--- src/rtl/cmd_pkt_asmblr_if.sv ---
// Byte-in / packet-out handshake bundle for cmd_pkt_asmblr.
// slave = assembler side, master = UART/cmd_cfg side.
interface cmd_pkt_asmblr_if;
  logic        rx_rdy;
  logic [7:0]  rx_data;
  logic        clr_rx_rdy;
  logic        clr_cmd_rdy;
  logic        cmd_rdy;
  logic [7:0]  cmd;
  logic [15:0] data;
  logic        timeout_err;
  logic        chk_err;

  modport master (
    output rx_rdy,
    output rx_data,
    output clr_cmd_rdy,
    input  clr_rx_rdy,
    input  cmd_rdy,
    input  cmd,
    input  data,
    input  timeout_err,
    input  chk_err
  );

  modport slave (
    input  rx_rdy,
    input  rx_data,
    input  clr_cmd_rdy,
    output clr_rx_rdy,
    output cmd_rdy,
    output cmd,
    output data,
    output timeout_err,
    output chk_err
  );
endinterface

--- src/rtl/cmd_pkt_asmblr.sv ---
// UART byte to {cmd, data} packet assembler with inter-byte timeout.
// Define CMD_CHKSUM_EN for a 4th checksum byte ~(cmd+hi+lo).
module cmd_pkt_asmblr #(
  parameter int TIMEOUT_CLKS = 200000,
  parameter int CNT_W        = 18
) (
  input logic             clk,
  input logic             rst,
  cmd_pkt_asmblr_if.slave bus
);

  typedef enum logic [1:0] {
    IDLE,
    HIGH,
    LOW,
    CHK
  } state_t;

  localparam logic [CNT_W-1:0] TMO_LAST =
    CNT_W'(TIMEOUT_CLKS - 1);

  state_t           state;
  logic [CNT_W-1:0] cnt;
  logic [7:0]       cmd_sh;
  logic [7:0]       hi;
  logic             accept;
  logic             tmo;

  assign accept = bus.rx_rdy & ~bus.clr_rx_rdy;
  assign tmo    = (cnt == TMO_LAST);

`ifdef CMD_CHKSUM_EN
  logic [7:0] lo;
  logic [7:0] sum_n;
  assign sum_n = ~(cmd_sh + hi + lo);
`else
  assign bus.chk_err = 1'b0;
`endif

  always_ff @(posedge clk or posedge rst) begin
    if (rst) begin
      state           <= IDLE;
      cnt             <= '0;
      cmd_sh          <= '0;
      hi              <= '0;
      bus.clr_rx_rdy  <= 1'b0;
      bus.cmd_rdy     <= 1'b0;
      bus.cmd         <= '0;
      bus.data        <= '0;
      bus.timeout_err <= 1'b0;
`ifdef CMD_CHKSUM_EN
      lo              <= '0;
      bus.chk_err     <= 1'b0;
`endif
    end else begin
      bus.clr_rx_rdy  <= accept;
      bus.timeout_err <= 1'b0;
`ifdef CMD_CHKSUM_EN
      bus.chk_err     <= 1'b0;
`endif
      if (bus.clr_cmd_rdy)
        bus.cmd_rdy <= 1'b0;

      case (state)
        IDLE: begin
          if (accept) begin
            cmd_sh      <= bus.rx_data;
            bus.cmd_rdy <= 1'b0;
            state       <= HIGH;
          end
        end
        HIGH: begin
          if (accept) begin
            hi    <= bus.rx_data;
            state <= LOW;
          end
        end
        LOW: begin
          if (accept) begin
`ifdef CMD_CHKSUM_EN
            lo    <= bus.rx_data;
            state <= CHK;
`else
            bus.cmd     <= cmd_sh;
            bus.data    <= {hi, bus.rx_data};
            bus.cmd_rdy <= 1'b1;
            state       <= IDLE;
`endif
          end
        end
`ifdef CMD_CHKSUM_EN
        CHK: begin
          if (accept) begin
            state <= IDLE;
            if (bus.rx_data == sum_n) begin
              bus.cmd     <= cmd_sh;
              bus.data    <= {hi, lo};
              bus.cmd_rdy <= 1'b1;
            end else begin
              bus.chk_err <= 1'b1;
            end
          end
        end
`endif
        default: state <= IDLE;
      endcase

      // Counter only runs while a packet is partially received.
      if (state == IDLE || accept) begin
        cnt <= '0;
      end else if (tmo) begin
        cnt             <= '0;
        state           <= IDLE;
        bus.timeout_err <= 1'b1;
      end else if (cnt != '1) begin
        cnt <= cnt + 1'b1;
      end
    end
  end

endmodule

--- src/flat_wrapper.sv ---
// flat-port wrapper written by rule: the top's interface ports become plain ports
module cmd_pkt_asmblr_flat 
#(
  parameter int TIMEOUT_CLKS = 200000,
  parameter int CNT_W        = 18
)
  (clk, rst, bus_rx_rdy, bus_rx_data, bus_clr_cmd_rdy, bus_clr_rx_rdy, bus_cmd_rdy, bus_cmd, bus_data, bus_timeout_err, bus_chk_err);
  cmd_pkt_asmblr_if bus_i ();
  input logic clk;
  input logic rst;
  input wire logic [$bits(bus_i.rx_rdy)-1:0] bus_rx_rdy;
  input wire logic [$bits(bus_i.rx_data)-1:0] bus_rx_data;
  input wire logic [$bits(bus_i.clr_cmd_rdy)-1:0] bus_clr_cmd_rdy;
  output wire logic [$bits(bus_i.clr_rx_rdy)-1:0] bus_clr_rx_rdy;
  output wire logic [$bits(bus_i.cmd_rdy)-1:0] bus_cmd_rdy;
  output wire logic [$bits(bus_i.cmd)-1:0] bus_cmd;
  output wire logic [$bits(bus_i.data)-1:0] bus_data;
  output wire logic [$bits(bus_i.timeout_err)-1:0] bus_timeout_err;
  output wire logic [$bits(bus_i.chk_err)-1:0] bus_chk_err;
  assign bus_i.rx_rdy = bus_rx_rdy;
  assign bus_i.rx_data = bus_rx_data;
  assign bus_i.clr_cmd_rdy = bus_clr_cmd_rdy;
  assign bus_clr_rx_rdy = bus_i.clr_rx_rdy;
  assign bus_cmd_rdy = bus_i.cmd_rdy;
  assign bus_cmd = bus_i.cmd;
  assign bus_data = bus_i.data;
  assign bus_timeout_err = bus_i.timeout_err;
  assign bus_chk_err = bus_i.chk_err;
  cmd_pkt_asmblr #(.TIMEOUT_CLKS(TIMEOUT_CLKS), .CNT_W(CNT_W)) u_core (.clk(clk), .rst(rst), .bus(bus_i));
endmodule
--- config.mk ---
export PLATFORM = sky130hd
export DESIGN_NAME = cmd_pkt_asmblr_flat
export DESIGN_NICKNAME = d
export VERILOG_FILES = /design/src/rtl/cmd_pkt_asmblr_if.sv /design/src/rtl/cmd_pkt_asmblr.sv /design/src/flat_wrapper.sv
export SDC_FILE = /design/constraint.sdc
export NUM_CORES = 1
export LEC_CHECK = 0
export CAP_MARGIN = 40
export CELL_PAD_IN_SITES_DETAIL_PLACEMENT = 2
export CELL_PAD_IN_SITES_GLOBAL_PLACEMENT = 2
export CORE_ASPECT_RATIO = 2
export CORE_MARGIN = 8
export CORE_UTILIZATION = 33
export CTS_CLUSTER_SIZE = 14
export DETAILED_ROUTE_END_ITERATION = 12
export GPL_ROUTABILITY_DRIVEN = 0
export GPL_TIMING_DRIVEN = 0
export PLACE_DENSITY = 0.83
export SYNTH_ARGS = -nofsm -noshare
export SYNTH_HDL_FRONTEND = slang
export SYNTH_SLANG_ARGS = --single-unit
--- constraint.sdc ---
create_clock -name clk -period 2 [get_ports clk]
set_clock_uncertainty 0.1 [all_clocks]
set_input_delay 0.2 -clock clk [delete_from_list [all_inputs] [get_ports clk]]
set_output_delay 0.2 -clock clk [all_outputs]
set_load 0.02 [all_outputs]
==> results of run 1 <==
## power groups by stage
stage	clock [mW]	combinational, mW	sequential [mW]
2_1_floorplan	0	0.709	2.24
3_3_place_gp	0	1.68	1.98
3_5_place_dp	0	1.77	2.03
4_1_cts	1.57	1.83	2.04
5_1_grt	1.60	1.92	2.09
6_report	1.53	1.80	2.04
## worst paths after layout
path,from,to,slack (ns),cells after the start
worst min register to register,u_core.cmd_sh[3]$_DFFE_PP0P_,u_core.bus.cmd[3]$_DFFE_PP0P_,0.40,1
worst min-delay path,rst,u_core.bus.cmd[2]$_DFFE_PP0P_,0.15,2
worst max-delay path,u_core.cnt[9]$_DFFE_PP0P_,u_core.cnt[0]$_DFFE_PP0P_,0.07,6
worst max register to register,u_core.cnt[9]$_DFFE_PP0P_,u_core.cnt[0]$_DFFE_PP0P_,0.07,6
min in group clk,bus_clr_cmd_rdy,u_core.bus.cmd_rdy$_DFF_PP0_,0.39,2
max in group asynchronous,rst,u_core.cnt[9]$_DFFE_PP0P_,1.03,3
## cells in the final DEF, fill, tap and decap left out, drive strengths merged, types with 3 or more instances in the layout
| cell | instances |
|---|---|
| buf | 11 |
| and4 | 4 |
| dfrtp | 63 |
| clkbuf | 11 |
| or3 | 6 |
| clkdlybuf4s50 | 38 |
| nand2 | 9 |
| nand4 | 9 |
| nand3 | 9 |
| nor2 | 8 |
| o21ai | 6 |
| mux2i | 7 |
| clkinvlp | 3 |
| a211oi | 3 |
| o211ai | 5 |
| nand2b | 4 |
| and3 | 3 |
| mux2 | 40 |
| nor3 | 7 |
| a21oi | 12 |
| inv | 6 |
| nor4 | 3 |
| xnor2 | 3 |
## through the flow
step / setup TNS [ns] / utilization, % / power [mW] / std cells / area (um2)
finish: 0 / 43.6 / 5.37 / 389 / 3740
global route: -0.0220 / 43.6 / 5.61 / 389 / 3740
CTS: 0 / 43.4 / 5.45 / 389 / 3720
detailed placement: -3.12 / 40.0 / 3.80 / 374 / 3430
global placement: -67.82 / 39.7 / 3.66 / 373 / 3410
floorplan: 0 / - / 2.95 / 235 / 2910
## sequential cells by signal, indices dropped and copies added (netlist names)
signal / flops
u_core.cnt: 18
u_core.bus.data: 16
u_core.bus.cmd: 8
u_core.cmd_sh: 8
u_core.hi: 8
u_core.state: 2
u_core.bus.clr_rx_rdy: 1
u_core.bus.cmd_rdy: 1
u_core.bus.timeout_err: 1
## logic make-up after synthesis
kind of cell,Yosys count,share of synthesized area [%]
other,1,0.129
and+or+nand+nor,66,14.3
muxes,47,17.9
adders and majority gates,1,0.430
AOI/OAI and AO/OA,35,8.35
buffers and inverters,18,3.49
DFF,63,54.2
xor gates and xnor gates,4,1.21
## final cells by class
cell class                      instances  share of cell area (%)
Buffer                                 12                    2.24
Clock buffer                            9                    6.02
Clock inverter                          6                    1.67
Inverter                                6                   0.602
Multi-Input combinational cell        154                    33.2
Sequential cell                        63                    42.2
Tap cell                              100                    3.34
Timing Repair Buffer                   39                    10.7
## what timing repair did
action,4_1_cts,5_1_grt
pin swaps,0,1
cloned,0,0
buffers inserted,0,0
endpoints found under the setup margin,1,26
gates resized for setup,1,4
## layer usage
metal	global-route usage (%)	routed length (um)	vias to the layer above	part of all wire [%]
met1	15.6	3160	1133	34
met2	31.7	5540	46	60
met5	0	0	-	0
met3	4.11	306	17	3.3
met4	8.58	267	0	2.9
li1	-	-	962	-
==> results summary, run 1 <==
The combined buffer and inverter count along the critical path came out at 2. The detail route stage leaves a number of antenna-violating nets equal to 0. The die is 149 um tall.

In this design, the largest share of critical-path delay is due to simple AND/OR/NAND/NOR gates. The detailed-route wire length per cell is 23.8 um. The area of the die came out at 12,300 um2.

The share of synthesized registers carrying an async set or reset is 100%. Entering global routing, the biggest net connects 40 pins. Input and output buffers added on the ports amount to 38.

Of all cell types, the one taking the most synthesized area is sky130_fd_sc_hd__dfrtp_1. The combinational fraction of design power is 33.5%. For this run, the slowest stage of the critical path takes 0.46 ns. The sum of overflow across all layers after global routing is 0. Counting every instance in the synthesized netlist gives 235. The static leakage came out at 1.53 nW.

The synthesized area came out at 2910 um2. The number of sinks handled by clock tree synthesis is 63. The clock root buffer master is sky130_fd_sc_hd__clkbuf_16. The commonest cells after synthesis are sky130_fd_sc_hd__dfrtp_1, sky130_fd_sc_hd__mux2_2, sky130_fd_sc_hd__a21oi_1. The number of global-route vias before repair is 2,682. The type of the tightest min-delay check is input pin to async pin. The layout net count came out at 298. The number of fill cells is 863. The total global-route track usage is 16.8%. The number of inserted diodes came out at 0. The clock transition time at the flip-flop clock pins of the worst setup and hold paths came out at 0.05 ns. The final setup violation count came out at 0.

The starting utilization of the core area is 33.9%. The ratio of routed vias to standard cells is 5.55. The internal power is 3.56 mW. The clock tree synthesis step divided the H-tree into 3 levels. The number of different library cells in the post-synthesis netlist came out at 46. The time the final worst path needs with I/O delays and setup came out at 1.93 ns. The max-capacitance violation count came out at 0. The number of antenna violations at the first check in global routing came out at 0. The largest individual stage delay along the critical path comes from the cell sky130_fd_sc_hd__dfrtp_2.

The portion of the clock cycle consumed by the worst path in the final layout came out at 96.6%. The clock network latency to the later pin of the worst-skew pair is 0.33 ns. The number of enable flip-flop cells after synthesis is 0. The net switching power is 1.82 mW. STA classifies the critical path startpoint as a flip-flop. The TritonCTS clock tree is yes.

The synthesized area per cell came out at 12.4 um2. The setup slack after layout came out at 0.0676 ns. STA puts the critical path data required time at 2.11 ns. The measured slew at the worst slew-check pin is 0.603 ns. The worst vdd rail ir drop came out at 909 uV.

The clock tree buffer depth came out at 2. The run finished with clean final reports. The Yosys warning count came out at 0. For this run, the register share of the synthesized area comes to 54.2%. In this run, synthesis produced a sequential element count of 63. The share of total power consumed by net switching is 33.8%. By area the synthesized netlist is led by sky130_fd_sc_hd__dfrtp_1, sky130_fd_sc_hd__mux2_2, sky130_fd_sc_hd__mux2_1, sky130_fd_sc_hd__mux2i_1, sky130_fd_sc_hd__a21oi_1. The top cell type's share of synthesized area is 54.2%. The area taken by flip-flops and latches is 1580 um2. The number of rows created at floorplan came out at 48.

Prior to clock tree synthesis, the placed netlist has a worst setup slack of -0.171 ns. The max-slew violation count came out at 0. The final-layout worst hold slack came out at 0.146 ns. The flip-flop cell with the highest count after synthesis is sky130_fd_sc_hd__dfrtp_1.

Detailed routing inserted a total of 2,158 vias. The core area is 8590 um2. The most instantiated library cell after synthesis is sky130_fd_sc_hd__dfrtp_1. For this run, design rule violations remaining after detail routing come to 0. Counting every net in the synthesized netlist gives 248. The clock network is responsible for 28.5% of the overall power. The number of placed I/O pins came out at 40.

The violation count after the first detailed-routing iteration is 71. The first detailed-routing pass took 4 iterations. After clock tree synthesis, the flow added hold-fix buffers numbering 0. STA classifies the critical path endpoint as a flip-flop.

The proportion of layout cells with a drive suffix above 1 came out at 26.0%. For this design the ratio of total power to cell area is 1440 nW/um2. The total half-perimeter wirelength after legalization and detailed placement is 6.31 mm. The maximum achievable frequency is 517 MHz. Buffers inserted during clock tree synthesis total 9.

The signal on the critical path passes through nand2b_1 -> or4_1 -> buf_2 -> o21ai_2 -> buf_6 -> nor3_1. The worst setup path is of the flip-flop to flip-flop kind. The die outline width is 82.4 um. The global-route wire length before repair came out at 15.2 mm. Along the worst path, the maximum fanout reaches 10. The routed wire length is 9.28 mm. The data arrival time of the critical path came out at 2.05 ns. The layout overhead on the synthesized area came out at 28.7%. The final count of hold timing violations came to 0. Summing all multi-input logic gate instances after layout gives 1240 um2. The part of the power in registers came out at 38.0%. The max-slew headroom at the worst pin came out at 59.7%.
(Power assumes the default switching activity.)
==> inputs of run 2 (changes only) <==
- PLACE_DENSITY: 0.83 -> not set
- PLACE_DENSITY_LB_ADDON: not set -> 0.1
==> results summary, run 2 (synthesis results as in run 1) <==
The flow ran to the end, and the final reports show no timing, DRC or antenna violations. The area growth from synthesis to layout is 29.0%. The worst setup path is captured at a flip-flop. The number of inserted diodes is 0. The post-route standard cell area excluding fillers is 3750 um2. The master of the slowest instance on the critical path is sky130_fd_sc_hd__dfrtp_1. The tree built by TritonCTS fans out to 63 sinks. STA puts the critical path data arrival time at 2.02 ns. The number of H-tree levels is 3. Walking the worst path, the cells encountered are nand2b_1 -> or4_1 -> buf_2 -> o21ai_2 -> buf_6 -> nor3_1.

40 I/O pins were placed. The type of the tightest min-delay check is input pin to async pin. The maximum achievable frequency came out at 526 MHz.

The setup slack after layout came out at 0.100 ns. The clock tree buffer depth is 2. The final-layout worst hold slack is 0.201 ns.

The global-route wire length before repair is 13.1 mm. Once placement completed, the tool counted placed cells totaling 374. The number of global-route vias before repair came out at 2,486. The tree is rooted in a sky130_fd_sc_hd__clkbuf_16. The flip-flop count of the largest register, all copies and words added came out at 18.

The routed wire length is 8.10 mm. The measured slew at the worst slew-check pin came out at 0.699 ns. The time the final worst path needs with I/O delays and setup came out at 1.90 ns. The number of antenna violations at the first check in global routing is 0. For the worst-skew pair, the clock arrives at the later sink with an insertion delay of 0.33 ns. The number of fill cells is 891. The proportion of layout cells with a drive suffix above 1 came out at 26.5%. STA classifies the critical path startpoint as a flip-flop. The share of total power consumed by net switching is 32.4%.

The post-detailed-route count of antenna-violating nets came out at 0. In this run, flip-flops and latches consume 37.7% of the power. The post-layout utilization of the core came out at 43.7%.

Leaving out fill and tap cells, the most frequent cell in the layout is sky130_fd_sc_hd__dfrtp_1. The height of the die is 149 um. The data required time of the worst path came out at 2.12 ns. The area of the die is 12,300 um2. The ratio of routed vias to standard cells came out at 5.35. The port buffer count came out at 38. Setup repair after global routing left no endpoint under its margin. The max-slew violation count is 0.

The net switching power is 1.71 mW. The total global-route track usage came out at 14.4%. Setup violations remaining at the end of the flow were counted as 0.

Once placement finished, the instance area stood at 3430 um2. The largest registers in the layout are u_core.cnt (18), u_core.bus.data (16). Leaving out filler cells and counting taps, the final layout contains 391. The die outline width came out at 82.4 um. The combinational fraction of design power came out at 32.5%. The quantity of hold-fixing buffers added after cts came out at 0. The worst stage delay on the critical path came out at 0.46 ns. The minimum setup slack after placement is -0.197 ns.

The DRC violations left is 0. The total power draw came out at 5.28 mW. Dividing total power by cell area gives a power density of 1410 nW/um2. For this design the static power due to leakage is 1.54 nW. The detailed-route wire length per cell came out at 20.7 um. The largest net degree at the start of global routing came out at 34. The core area came out at 8590 um2. Summing over every cut layer, the via total after detailed routing is 2,090. The number of search-and-repair iterations in the first detailed-routing pass is 3. For this configuration, the core starts out at a cell density of 33.9%. The total negative slack for setup checks is 0 ns. The worst setup path is of the flip-flop to flip-flop kind. The internal power came out at 3.57 mW. The number of CTS-inserted buffers came out at 9. In the layout the commonest cells are sky130_fd_sc_hd__dfrtp_1, sky130_fd_sc_hd__clkdlybuf4s50_1, sky130_fd_sc_hd__mux2_2. The max-slew headroom at the worst pin came out at 53.3%. The portion of the clock cycle consumed by the worst path in the final layout is 95.0%. The max-capacitance violation count is 0. Detailed placement finished with a half-perimeter wire length of 6.02 mm. TritonCTS built the clock tree. In this run, the number of DRC markers left after iteration 0 of detailed routing was 70. u_core.cnt holds more flip-flops than any other register. The number of rows created at floorplan came out at 48. The layout net count is 299. The final count of hold timing violations is 0. IR analysis of the VDD net gives a maximum drop of 1000 uV.

The clock transition time at the flip-flop clock pins of the worst setup and hold paths came out at 0.06 ns. The sum of overflow across all layers after global routing is 0. In this run, the clock network consumes 29.8% of the power. The peak fanout along the critical path is 10.
run 2: cell types whose count changed in the layout (fill, tap and decap cells not counted), sizes merged:
cell	previous run	this run
inv	6	7
clkinvlp	3	2
clkinv	2	3
clkbuf	11	12
run 2: repair_timing:
action,CTS,global route
pin swaps,1,1
setup buffers,0,1
resized for setup,0,4
endpoints found under the setup margin,3,30
run 2: layout make-up:
type	instances	area (um2)	area share [%]
multi-input combinational	154	1240	33.0
inverter	6	22.5	0.601
sequential	63	1580	42.0
tap	100	125	3.34
clock inverter	7	72.6	1.94
timing repair buffer	40	408	10.9
buffer	12	83.8	2.24
clock buffer	9	225	6.01
run 2: layer usage:
layer | GRT usage, % | vias to the layer above | part of all wire (%)
met5 | 0 | - | 0
met4 | 7.17 | 0 | 2.7
met2 | 27.2 | 35 | 60
li1 | - | 963 | -
met1 | 13.0 | 1076 | 33
met3 | 3.86 | 16 | 3.8
run 2: path summary, 6_finish.rpt:
path | cells past startpoint | slack [ns] | start | to
max in group asynchronous | 3 | 0.97 | rst | u_core.bus.data[6]$_DFFE_PP0P_
hold / removal | 2 | 0.20 | rst | u_core.cnt[0]$_DFFE_PP0P_
hold reg to reg | 1 | 0.40 | u_core.bus.cmd[3]$_DFFE_PP0P_ | u_core.bus.cmd[3]$_DFFE_PP0P_
setup reg to reg | 6 | 0.10 | u_core.cnt[9]$_DFFE_PP0P_ | u_core.cnt[0]$_DFFE_PP0P_
setup / recovery | 6 | 0.10 | u_core.cnt[9]$_DFFE_PP0P_ | u_core.cnt[0]$_DFFE_PP0P_
min in group clk | 2 | 0.36 | bus_clr_cmd_rdy | u_core.bus.cmd_rdy$_DFF_PP0_
run 2: worst max-delay path: cells and delay by family, from the launching register on:
| kind | cells | cell delay, ns |
|---|---|---|
| and+or+nand+nor | 3 | 0.67 |
| DFF | 1 | 0.46 |
| buffers and inverters | 2 | 0.38 |
| AOI/OAI and AO/OA | 1 | 0.18 |
run 2: power by group through the flow:
stage	Clock, mW	Combinational [mW]	Sequential, mW
final	1.57	1.72	1.99
after global routing	1.64	1.86	2.05
after CTS	1.60	1.76	2.01
after detailed placement	0	1.74	2.01
after global placement	0	1.70	1.99
after floorplan	0	0.709	2.24
